<file path="config.mk">
export PLATFORM = sky130hd
export DESIGN_NAME = uart_rx_deser_flat
export DESIGN_NICKNAME = d
export VERILOG_FILES = /design/src/rtl/uart_pkg.sv /design/src/rtl/uart_rx_deser_if.sv /design/src/rtl/uart_sync2.sv /design/src/rtl/uart_rx_deser.sv /design/src/flat_wrapper.sv
export SDC_FILE = /design/constraint.sdc
export NUM_CORES = 1
export LEC_CHECK = 0
export CAP_MARGIN = 10
export CORE_ASPECT_RATIO = 1.75
export CORE_UTILIZATION = 40
export CTS_CLUSTER_SIZE = 10
export DETAILED_ROUTE_END_ITERATION = 8
export PLACE_DENSITY = 0.55
export SLEW_MARGIN = 0
export SYNTH_ARGS = -nofsm -noshare
export SYNTH_HDL_FRONTEND = slang
export SYNTH_SLANG_ARGS = --single-unit
</file>
<file path="constraint.sdc">
create_clock -name sys_clk -period 2.8 [get_ports sys_clk]
set_input_delay 0.42 -clock sys_clk [delete_from_list [all_inputs] [get_ports sys_clk]]
set_output_delay 0.42 -clock sys_clk [all_outputs]
set_load 0.005 [all_outputs]
</file>
<file path="src/rtl/uart_pkg.sv">
// -----------------------------------------------------------------------------
// uart_pkg
// Shared types and helpers for the UART receive front end and its neighbours
// (TX serialiser, loopback top, benches).
//   uart_state_e : receiver FSM states
//   baud_div()   : clock cycles per bit (integer division, truncating)
//   BIT_NS       : bit period in ns at the default line rate, for benches
// -----------------------------------------------------------------------------
package uart_pkg;

    typedef enum logic [2:0] {
        IDLE,
        START,
        DATA,
        PARITY,
        STOP,
        WAIT_IDLE
    } uart_state_e;

    localparam int DEF_CLK_FREQ  = 50_000_000;
    localparam int DEF_BAUD_RATE = 115200;
    localparam int BIT_NS        = 1_000_000_000 / DEF_BAUD_RATE;

    function automatic int baud_div(input int clk_freq, input int baud);
        return clk_freq / baud;
    endfunction

endpackage

</file>
<file path="src/rtl/uart_rx_deser_if.sv">
// -----------------------------------------------------------------------------
// uart_rx_deser_if
// Byte-side handshake bundle between the UART receiver and its consumer.
//   rx_data       : received byte, stable while rx_valid=1
//   rx_valid      : byte available
//   rx_ready      : consumer accepts (transfer on rx_valid & rx_ready)
//   rx_frame_err  : 1-cycle pulse, stop bit sampled low
//   rx_overrun    : 1-cycle pulse, byte dropped because rx_valid was held
//   rx_parity_err : 1-cycle pulse, parity mismatch (0 when parity is absent)
// Modports: master = receiver side, slave = consumer side.
// -----------------------------------------------------------------------------
interface uart_rx_deser_if #(
    parameter int DATA_BITS = 8
);
    logic [DATA_BITS-1:0] rx_data;
    logic                 rx_valid;
    logic                 rx_ready;
    logic                 rx_frame_err;
    logic                 rx_overrun;
    logic                 rx_parity_err;

    modport master (
        output rx_data,
        output rx_valid,
        input  rx_ready,
        output rx_frame_err,
        output rx_overrun,
        output rx_parity_err
    );

    modport slave (
        input  rx_data,
        input  rx_valid,
        output rx_ready,
        input  rx_frame_err,
        input  rx_overrun,
        input  rx_parity_err
    );
endinterface

</file>
<file path="src/rtl/uart_sync2.sv">
// -----------------------------------------------------------------------------
// uart_sync2
// Two-flop synchroniser for an asynchronous single-bit input. Both flops take
// RST_VAL on synchronous reset so an idle-high line does not look like a start
// bit while reset is released.
//   clk  : destination clock
//   rst  : synchronous active-high reset
//   d_i  : asynchronous input
//   q_o  : synchronised output
// -----------------------------------------------------------------------------
module uart_sync2 #(
    parameter logic RST_VAL = 1'b1
) (
    input  logic clk,
    input  logic rst,
    input  logic d_i,
    output logic q_o
);
    logic meta_q;
    logic sync_q;

    always_ff @(posedge clk) begin
        if (rst) begin
            meta_q <= RST_VAL;
            sync_q <= RST_VAL;
        end else begin
            meta_q <= d_i;
            sync_q <= meta_q;
        end
    end

    assign q_o = sync_q;
endmodule

</file>
<file path="src/rtl/uart_rx_deser.sv">
// -----------------------------------------------------------------------------
// uart_rx_deser
// UART receive front end. Deserialises the uart_rx line (8N1 by default, LSB
// first) and offers each byte on a valid/ready handshake. Framing errors and
// overruns are reported as single-cycle pulses.
//
// Optional build macro: UART_RX_PARITY_EN
//   defined   : one even-parity bit follows the data bits; a mismatch pulses
//               rx_parity_err alongside the stop-bit decision, byte still kept
//   undefined : no parity bit, rx_parity_err is constant 0
//
// Ports:
//   sys_clk : system clock, rising edge
//   sys_rst : synchronous active-high reset
//   uart_rx : asynchronous serial input, idle high
//   rx_if   : byte handshake bundle (master side), see uart_rx_deser_if
// -----------------------------------------------------------------------------
module uart_rx_deser #(
    parameter int CLK_FREQ  = 50_000_000,
    parameter int BAUD_RATE = 115200,
    parameter int DATA_BITS = 8
) (
    input  logic            sys_clk,
    input  logic            sys_rst,
    input  logic            uart_rx,
    uart_rx_deser_if.master rx_if
);
    import uart_pkg::*;

    localparam int DIV   = baud_div(CLK_FREQ, BAUD_RATE);
    localparam int HALF  = DIV / 2;
    localparam int CNT_W = $clog2(DIV);
    localparam int IDX_W = (DATA_BITS > 1) ? $clog2(DATA_BITS) : 1;

    localparam logic [CNT_W-1:0] CNT_FULL = CNT_W'(DIV - 1);
    localparam logic [CNT_W-1:0] CNT_HALF = CNT_W'(HALF - 1);
    localparam logic [IDX_W-1:0] IDX_LAST = IDX_W'(DATA_BITS - 1);

    logic rxs;

    uart_state_e          state_q, state_d;
    logic [CNT_W-1:0]     cnt_q, cnt_d;
    logic [IDX_W-1:0]     idx_q, idx_d;
    logic [DATA_BITS-1:0] shift_q, shift_d;
    logic [DATA_BITS-1:0] data_q;
    logic                 valid_q;
    logic                 ferr_q;
    logic                 ovr_q;
    logic                 done_d;
    logic                 ferr_d;
`ifdef UART_RX_PARITY_EN
    logic                 par_q, par_d;
    logic                 perr_q, perr_d;
`endif

    uart_sync2 #(
        .RST_VAL (1'b1)
    ) u_sync (
        .clk (sys_clk),
        .rst (sys_rst),
        .d_i (uart_rx),
        .q_o (rxs)
    );

    // Next-state logic. Every sample point is where the bit counter hits 0;
    // the start bit is checked at its midpoint, so later samples land mid-bit.
    always_comb begin
        state_d = state_q;
        cnt_d   = cnt_q;
        idx_d   = idx_q;
        shift_d = shift_q;
        done_d  = 1'b0;
        ferr_d  = 1'b0;
`ifdef UART_RX_PARITY_EN
        par_d   = par_q;
        perr_d  = 1'b0;
`endif
        case (state_q)
            IDLE: begin
                if (!rxs) begin
                    state_d = START;
                    cnt_d   = CNT_HALF;
                end
            end
            START: begin
                if (cnt_q == '0) begin
                    if (rxs) begin
                        // Line back high at mid-start: a glitch, not a frame.
                        state_d = IDLE;
                    end else begin
                        state_d = DATA;
                        cnt_d   = CNT_FULL;
                        idx_d   = '0;
                    end
                end else begin
                    cnt_d = cnt_q - CNT_W'(1);
                end
            end
            DATA: begin
                if (cnt_q == '0) begin
                    // Shift in at the MSB so the first (LSB) bit ends at bit 0.
                    shift_d = {rxs, shift_q[DATA_BITS-1:1]};
                    idx_d   = idx_q + IDX_W'(1);
                    cnt_d   = CNT_FULL;
                    if (idx_q == IDX_LAST) begin
`ifdef UART_RX_PARITY_EN
                        state_d = PARITY;
`else
                        state_d = STOP;
`endif
                    end
                end else begin
                    cnt_d = cnt_q - CNT_W'(1);
                end
            end
`ifdef UART_RX_PARITY_EN
            PARITY: begin
                if (cnt_q == '0) begin
                    par_d   = rxs;
                    cnt_d   = CNT_FULL;
                    state_d = STOP;
                end else begin
                    cnt_d = cnt_q - CNT_W'(1);
                end
            end
`endif
            STOP: begin
                if (cnt_q == '0) begin
`ifdef UART_RX_PARITY_EN
                    // Even parity: data bits plus parity bit hold an even
                    // number of ones.
                    perr_d = (par_q != ^shift_q);
`endif
                    if (rxs) begin
                        // Return to IDLE at mid-stop so a following start
                        // edge with no idle time is still caught.
                        done_d  = 1'b1;
                        state_d = IDLE;
                    end else begin
                        ferr_d  = 1'b1;
                        state_d = WAIT_IDLE;
                    end
                end else begin
                    cnt_d = cnt_q - CNT_W'(1);
                end
            end
            WAIT_IDLE: begin
                // A low line after a bad stop bit (break) must not be taken
                // as a new start bit.
                if (rxs) begin
                    state_d = IDLE;
                end
            end
            default: begin
                state_d = IDLE;
            end
        endcase
    end

    always_ff @(posedge sys_clk) begin
        if (sys_rst) begin
            state_q <= IDLE;
            cnt_q   <= '0;
            idx_q   <= '0;
            data_q  <= '0;
            valid_q <= 1'b0;
            ferr_q  <= 1'b0;
            ovr_q   <= 1'b0;
`ifdef UART_RX_PARITY_EN
            par_q   <= 1'b0;
            perr_q  <= 1'b0;
`endif
        end else begin
            state_q <= state_d;
            cnt_q   <= cnt_d;
            idx_q   <= idx_d;
            ferr_q  <= ferr_d;
`ifdef UART_RX_PARITY_EN
            par_q   <= par_d;
            perr_q  <= perr_d;
`endif
            // A completed byte wins over a pending one only if the pending
            // one is being accepted this cycle; otherwise it is dropped.
            ovr_q <= done_d && valid_q && !rx_if.rx_ready;
            if (done_d && (!valid_q || rx_if.rx_ready)) begin
                data_q  <= shift_q;
                valid_q <= 1'b1;
            end else if (valid_q && rx_if.rx_ready) begin
                valid_q <= 1'b0;
            end
        end
    end

    always_ff @(posedge sys_clk) begin
        shift_q <= shift_d;
    end

    assign rx_if.rx_data      = data_q;
    assign rx_if.rx_valid     = valid_q;
    assign rx_if.rx_frame_err = ferr_q;
    assign rx_if.rx_overrun   = ovr_q;
`ifdef UART_RX_PARITY_EN
    assign rx_if.rx_parity_err = perr_q;
`else
    assign rx_if.rx_parity_err = 1'b0;
`endif
endmodule

</file>
<file path="src/flat_wrapper.sv">
// flat-port wrapper written by rule: the top's interface ports become plain ports
module uart_rx_deser_flat import uart_pkg::*;
#(
    parameter int CLK_FREQ  = 50_000_000,
    parameter int BAUD_RATE = 115200,
    parameter int DATA_BITS = 8
)
  (sys_clk, sys_rst, uart_rx, rx_if_rx_data, rx_if_rx_valid, rx_if_rx_ready, rx_if_rx_frame_err, rx_if_rx_overrun, rx_if_rx_parity_err);
  uart_rx_deser_if #(.DATA_BITS(DATA_BITS)) rx_if_i ();
  input  logic sys_clk;
  input  logic sys_rst;
  input  logic uart_rx;
  output wire logic [$bits(rx_if_i.rx_data)-1:0] rx_if_rx_data;
  output wire logic [$bits(rx_if_i.rx_valid)-1:0] rx_if_rx_valid;
  input wire logic [$bits(rx_if_i.rx_ready)-1:0] rx_if_rx_ready;
  output wire logic [$bits(rx_if_i.rx_frame_err)-1:0] rx_if_rx_frame_err;
  output wire logic [$bits(rx_if_i.rx_overrun)-1:0] rx_if_rx_overrun;
  output wire logic [$bits(rx_if_i.rx_parity_err)-1:0] rx_if_rx_parity_err;
  assign rx_if_rx_data = rx_if_i.rx_data;
  assign rx_if_rx_valid = rx_if_i.rx_valid;
  assign rx_if_i.rx_ready = rx_if_rx_ready;
  assign rx_if_rx_frame_err = rx_if_i.rx_frame_err;
  assign rx_if_rx_overrun = rx_if_i.rx_overrun;
  assign rx_if_rx_parity_err = rx_if_i.rx_parity_err;
  uart_rx_deser #(.CLK_FREQ(CLK_FREQ), .BAUD_RATE(BAUD_RATE), .DATA_BITS(DATA_BITS)) u_core (.sys_clk(sys_clk), .sys_rst(sys_rst), .uart_rx(uart_rx), .rx_if(rx_if_i));
endmodule
</file>
==> results of run 1 <==
## layer usage
| layer | up-vias | share of wire [%] |
|---|---|---|
| met3 | 8 | 2.6 |
| li1 | 651 | - |
| met1 | 635 | 39 |
| met2 | 26 | 56 |
| met5 | - | 0 |
| met4 | 0 | 2.4 |
## cell families (layout without fill, tap and decap cells)
| logic type | count (synthesis) | in the layout | share of synthesized area [%] |
|---|---|---|---|
| muxes | 9 | 9 | 5.29 |
| AOI/OAI and AO/OA | 39 | 39 | 15.4 |
| adders and majority gates | 3 | 3 | 2.21 |
| DFF | 36 | 36 | 47.1 |
| other | 1 | 1 | 0.220 |
| and+or+nand+nor | 68 | 68 | 23.2 |
| xor gates and xnor gates | 2 | 2 | 1.03 |
| buffers and inverters | 16 | 30 | 5.51 |
## cell usage in the layout, fill, tap and decap left out, types with 3 or more instances in the layout
cell	count
bufinv_16	3
nor2_1	20
ha_1	3
o21ai_0	6
mux2i_1	9
edfxtp_1	8
a21o_1	3
clkbuf_8	5
nor4_1	4
clkdlybuf4s50_1	14
a21oi_1	11
nand2_1	15
buf_4	4
dfxtp_1	28
nand3_1	3
nand2b_1	4
inv_1	4
## final timing paths
| kind | start | to | slack [ns] | cells past startpoint |
|---|---|---|---|---|
| worst max-delay path | u_core.cnt_q[0] | u_core.state_q[1] | 0.69 | 7 |
| worst min-delay path | u_core.u_sync.meta_q | u_core.u_sync.q_o | 0.42 | 1 |
| worst max register to register | u_core.cnt_q[0] | u_core.state_q[1] | 0.69 | 7 |
| worst min register to register | u_core.u_sync.meta_q | u_core.u_sync.q_o | 0.42 | 1 |
## critical path, cell delays in order, from the launching register on
cell      delay [ns]
dfxtp_1         0.33
inv_1           0.09
ha_1            0.23
nor4b_2         0.28
nand2_1         0.34
a211oi_1        0.43
mux2i_1         0.25
nor2_1          0.05
## state kept, by name (all words and copies together) (netlist names), 3 cells and up
signal                count
u_core.rx_if.rx_data      8
u_core.shift_q            8
u_core.idx_q              3
u_core.cnt_q              9
u_core.state_q            3
## stage by stage
step	util [%]	setup slack, ns
after CTS	49.0	0.712
final	49.0	0.689
after detailed placement	45.1	0.711
after global routing	49.0	0.546
after floorplan	-	0.641
after global placement	45.1	0.819
## layout make-up
| class | instances | share of cell area, % |
|---|---|---|
| Clock buffer | 5 | 3.42 |
| Timing Repair Buffer | 18 | 8.45 |
| Inverter | 4 | 0.746 |
| Sequential cell | 36 | 39.8 |
| Clock inverter | 3 | 4.47 |
| Multi-Input combinational cell | 122 | 40.1 |
| Tap cell | 49 | 3.05 |
## power by group
part | internal, mW | switching, mW | leakage, nW
clock network | 0.445 | 0.180 | 0.0784
logic | 0.0557 | 0.0843 | 0.328
registers | 0.540 | 0.0231 | 0.299
total | 1.04 | 0.288 | 0.705
==> results.tsv, run 1 <==
stage	metric	value	unit
global_routing	met3 Track Usage GR	3.61	%
global_routing	Global Route Usage Sum	17.6	%
global_routing	pin count of the biggest net entering global routing	20	
clocking	clock tree from TritonCTS	yes	
sta	Final Skew	0.00593	ns
power_and_ir_drop	Max VDD drop	0.470	mV
route	initial DRC count	52	
yosys	Seq/Total Area, Yosys	47.1	%
sta	Period minus WS final	2.11	ns
yosys	top cell type's share of synthesized area	32.9	%
sta	worst hold slack	0.420	ns
die	core outline area	4110	um^2
global_routing	first-pass GRT wire length	5840	um
sta	Worst-Margin Slew	0.769	ns
cells_and_area	Layout area overhead	18.3	%
sta	final setup fails	0	
sta	Pins Over Slew Limit	0	
yosys	cell with the most instances after synthesis	dfxtp_1	
yosys	Yosys top cell by area	dfxtp_1	
place	Cell Area, Placed	1850	um^2
power_and_ir_drop	leak pwr	0.705	nW
clocking	post-CTS sizing	0	
yosys	#FFs+latches synth	36	
cells_and_area	number of diodes	0	
route	Final ANT Viol Nets	0	
global_routing	GR Util met2	32.3	%
power_and_ir_drop	total power	1.33	mW
global_routing	number of global-route vias before repair	1230	
clocking	CTS Hold Buffers Added	0	
critical_path	Critical Path Start Type	register	
die	Initial Utilization	41.4	%
global_routing	GRT Residual Overflow	0	
sta	f_max	474	MHz
yosys	Mean Syn Cell Area	9.78	um^2
cells_and_area	fill count	403	
place	IO buf count	14	
flow_run	MaxCap Viol Count	0	
cells_and_area	share of layout cells above drive strength 1	13.8	%
cells_and_area	multi-input logic area	807	um^2
clocking	Post-CTS Setup Inserts	0	
cells_and_area	final-stage net count	194	
yosys	FFs w/ async S/R, synth	0	%
clocking	htree depth	2	
outcome	status	finished clean	
yosys	Post-synth EDFFs	8	
place	Final Wtd Congestion	0.794	
route	1st-pass router iterations	6	
cells_and_area	register area	801	um^2
yosys	post-synth design cell area	1700	um^2
yosys	Cell variety after synth	51	
place	post-DP HPWL	2670	um
die	Ports	16	
global_routing	initial antenna violation count	0	
power_and_ir_drop	Power per Cell Area	660	nW/um^2
critical_path	Crit path arrival time	2.29	ns
clocking	clk root buf	clkbuf_8	
critical_path	nature of the critical path endpoint	register	
hold_path	HP Class	register to register	
route	vias per cell	5.57	
global_routing	met1 Use GR	18.3	%
yosys	Yosys warning total	0	
sta	RSZ-0062 raised after global routing	no	
die	chip width	51.3	um
global_routing	GR peak layer	met2	
cells_and_area	fin cells	237	
sta	Final period util	75.4	%
die	row cnt	31	
yosys	net count after synthesis	181	
die	total die area	4530	um^2
critical_path	Critical Path RT	2.98	ns
route	via count	1320	
place	DP Cell Count	229	
route	DR DRC count	0	
clocking	clock slew at reported path FFs	0.07	ns
yosys	Cells after Synth	174	
critical_path	critical setup path kind	register to register	
route	routed len/inst	15.0	um
clocking	clk buf depth	2	
yosys	synth top area cells	dfxtp_1, edfxtp_1, mux2i_1, nor2_1, nand2_1	
yosys	main flop type after synthesis	dfxtp_1	
sta	final setup TNS	0	ns
sta	relative slew slack	48.3	%
yosys	commonest cells in the netlist	dfxtp_1, nor2_1, nand2_1	
clocking	CTS buffer count	5	
die	Die Height	88.3	um
clocking	CTS Sinks	36	
sta	final hold vios	0	
critical_path	Crit Path Max Fanout	14	
clocking	Clk Latency, worst-skew pair	0.29	ns
cells_and_area	Final Cell Area	2010	um^2
route	Post-Route WL	3550	um
Power figures use the tool's default switching activity.
==> inputs of run 2 (changes only) <==
==> constraint.sdc (replaced) <==
create_clock -name sys_clk -period 2.2 [get_ports sys_clk]
set_input_delay 0.33 -clock sys_clk [delete_from_list [all_inputs] [get_ports sys_clk]]
set_output_delay 0.33 -clock sys_clk [all_outputs]
set_load 0.005 [all_outputs]
==> results.tsv, run 2 (synthesis results as in run 1) <==
stage	metric	value	unit	change
outcome	status	finished clean		
global_routing	GRT Residual Overflow	0		unchanged
global_routing	Global Route Usage Sum	17.9	%	+0.35 points
critical_path	Crit Path Max Fanout	14		unchanged
cells_and_area	Final Cell Area	2000	um^2	-0.50%
power_and_ir_drop	Power per Cell Area	741	nW/um^2	+12%
place	Final Wtd Congestion	0.843		+6.1%
route	via count	1304		-1.2%
sta	final setup fails	0		unchanged
cells_and_area	Biggest register	u_core.cnt_q		
die	Initial Utilization	41.4	%	unchanged
cells_and_area	final core utilization	48.7	%	-0.24 points
power_and_ir_drop	total power	1.49	mW	+12%
critical_path	nature of the critical path endpoint	register		
flow_run	MaxCap Viol Count	0		unchanged
power_and_ir_drop	leak pwr	0.706	nW	about the same
critical_path	Critical Path Max Stage Delay	0.33	ns	-0.10 ns
critical_path	Critical Path RT	2.37	ns	-0.61 ns
critical_path	R2R depth	7		unchanged
cells_and_area	commonest non-fill, non-tap cell in the layout	dfxtp_1		
route	Post-Route WL	3560	um	+0.51%
cells_and_area	share of layout cells above drive strength 1	15.6	%	+1.8 points
clocking	clk root buf	clkbuf_8		
route	Final ANT Viol Nets	0		unchanged
critical_path	Crit path arrival time	2.17	ns	-0.12 ns
clocking	clk buf depth	2		unchanged
die	Ports	16		unchanged
critical_path	critical path cell sequence	inv_1 > ha_1 > nor4b_2 > nand2_2 > a21oi_1 > nor4b_1 > a311o_1		
clocking	CTS buffer count	5		unchanged
clocking	CTS Sinks	36		unchanged
die	core outline area	4110	um^2	unchanged
place	Cell Area, Placed	1880	um^2	+1.6%
cells_and_area	Layout area overhead	17.7	%	
global_routing	number of global-route vias before repair	1238		+0.65%
critical_path	worst r2r src	u_core.cnt_q[0]		
global_routing	initial antenna violation count	0		unchanged
route	vias per cell	5.41		-2.9%
sta	Final period util	91.0	%	+16 points
place	post-DP HPWL	2750	um	+3.0%
cells_and_area	most frequent cells in the layout	dfxtp_1, nor2_1, nand2_1, clkdlybuf4s50_1, a21oi_1		
critical_path	r2r setup slk	0.20	ns	-0.49 ns
route	1st-pass router iterations	4		-2
sta	final setup TNS	0	ns	unchanged
sta	final hold vios	0		unchanged
hold_path	HP Class	register to register		
clocking	Clk Latency, worst-skew pair	0.28	ns	about the same
cells_and_area	final-stage net count	198		+2.1%
global_routing	pin count of the biggest net entering global routing	15		-25%
critical_path	Critical Path End	u_core.cnt_q[2]		
critical_path	Crit. Startpoint	u_core.cnt_q[0]		
sta	f_max	499	MHz	+5.4%
route	DR DRC count	0		unchanged
sta	Final Skew	0.00463	ns	-0.00130 ns
die	chip width	51.3	um	unchanged
sta	RSZ-0062 raised after global routing	no		
clocking	htree depth	2		unchanged
critical_path	worst r2r dst	u_core.cnt_q[2]		
die	row cnt	31		unchanged
route	routed len/inst	14.8	um	-1.2%
power_and_ir_drop	Max VDD drop	0.519	mV	+10%
clocking	clock slew at reported path FFs	0.07	ns	about the same
die	total die area	4530	um^2	unchanged
cells_and_area	max reg flops	9		unchanged
route	initial DRC count	20		-62%
die	Die Height	88.3	um	unchanged
critical_path	slowest CP cell	dfxtp_1		
cells_and_area	fill count	418		+3.7%
global_routing	first-pass GRT wire length	5890	um	+0.70%
clocking	Post-CTS Setup Inserts	0		unchanged
sta	Period minus WS final	2.00	ns	-0.108 ns
sta	Pins Over Slew Limit	0		unchanged
place	IO buf count	14		unchanged
clocking	clock tree from TritonCTS	yes		
critical_path	critical setup path kind	register to register		
hold_path	hold path cells	1		unchanged
critical_path	Critical Path Start Type	register		
cells_and_area	number of diodes	0		unchanged
==> run 2: changes by cell type in the layout (fill, tap and decap cells not counted) <==
cell and change:
buf_4 +4, bufinv_16 -2, clkbuf_8 +1, clkinv_1 +1
nand2_1 -1, nand2_2 +1
==> run 2: per-stage QoR <==
stage	hold WS, ns	cells	setup WS [ns]
floorplan	0.389	174	0.0413
CTS	0.434	241	0.0637
detailed placement	0.414	233	0.0784
global route	0.440	241	0.0262
global placement	0.395	233	0.221
finish	0.427	241	0.197
==> run 2: what timing repair did <==
action                                  4_1_cts  5_1_grt
hold endpoints to repair                      0        0
resized for setup                             0        1
hold buffers                                  0        0
endpoints found under the setup margin        0       13
==> run 2: how the worst min path moves through the flow <==
stage	from	to	slack [ns]
floorplan	u_core.u_sync.meta_q	u_core.u_sync.q_o	0.39
global placement	u_core.u_sync.meta_q	u_core.u_sync.q_o	0.40
detailed placement	u_core.u_sync.meta_q	u_core.u_sync.q_o	0.41
CTS	u_core.u_sync.meta_q	u_core.u_sync.q_o	0.43
global route	u_core.u_sync.meta_q	u_core.u_sync.q_o	0.44
finish	u_core.u_sync.meta_q	u_core.u_sync.q_o	0.43
==> run 2: cell type report <==
cell class / instances / area (um^2) / area share (%)
clock inverter: 2 / 33.8 / 1.69
tap: 49 / 61.3 / 3.06
clock buffer: 6 / 82.6 / 4.12
multi-input combinational: 122 / 810 / 40.4
inverter: 4 / 15.0 / 0.750
timing repair buffer: 22 / 200 / 9.99
sequential: 36 / 801 / 40.0
==> run 2: metal layers <==
metal	share of wire, %	up-vias	global-route usage, %
met5	0	-	0
met4	1.9	0	7.62
met3	2.1	7	4.12
met2	58	19	34.7
met1	38	625	17.7
li1	-	653	-
==> run 2: power breakdown <==
group          leakage [nW]  internal [mW]  total [mW]  switching (mW)
clock network        0.0588          0.365       0.585           0.220
logic                 0.348         0.0770       0.182           0.105
registers             0.299          0.687       0.718          0.0309
total                 0.706           1.13        1.49           0.356
==> run 2: worst max-delay path: cells and delay by family, from the launching register on <==
kind                     cells  cell delay [ns]
AND/OR/NAND/NOR              3             0.65
AO/OA/AOI/OAI                2             0.59
flip-flops                   1             0.33
adder cells (fa/ha/maj)      1             0.23
buffers and inverters        1             0.09
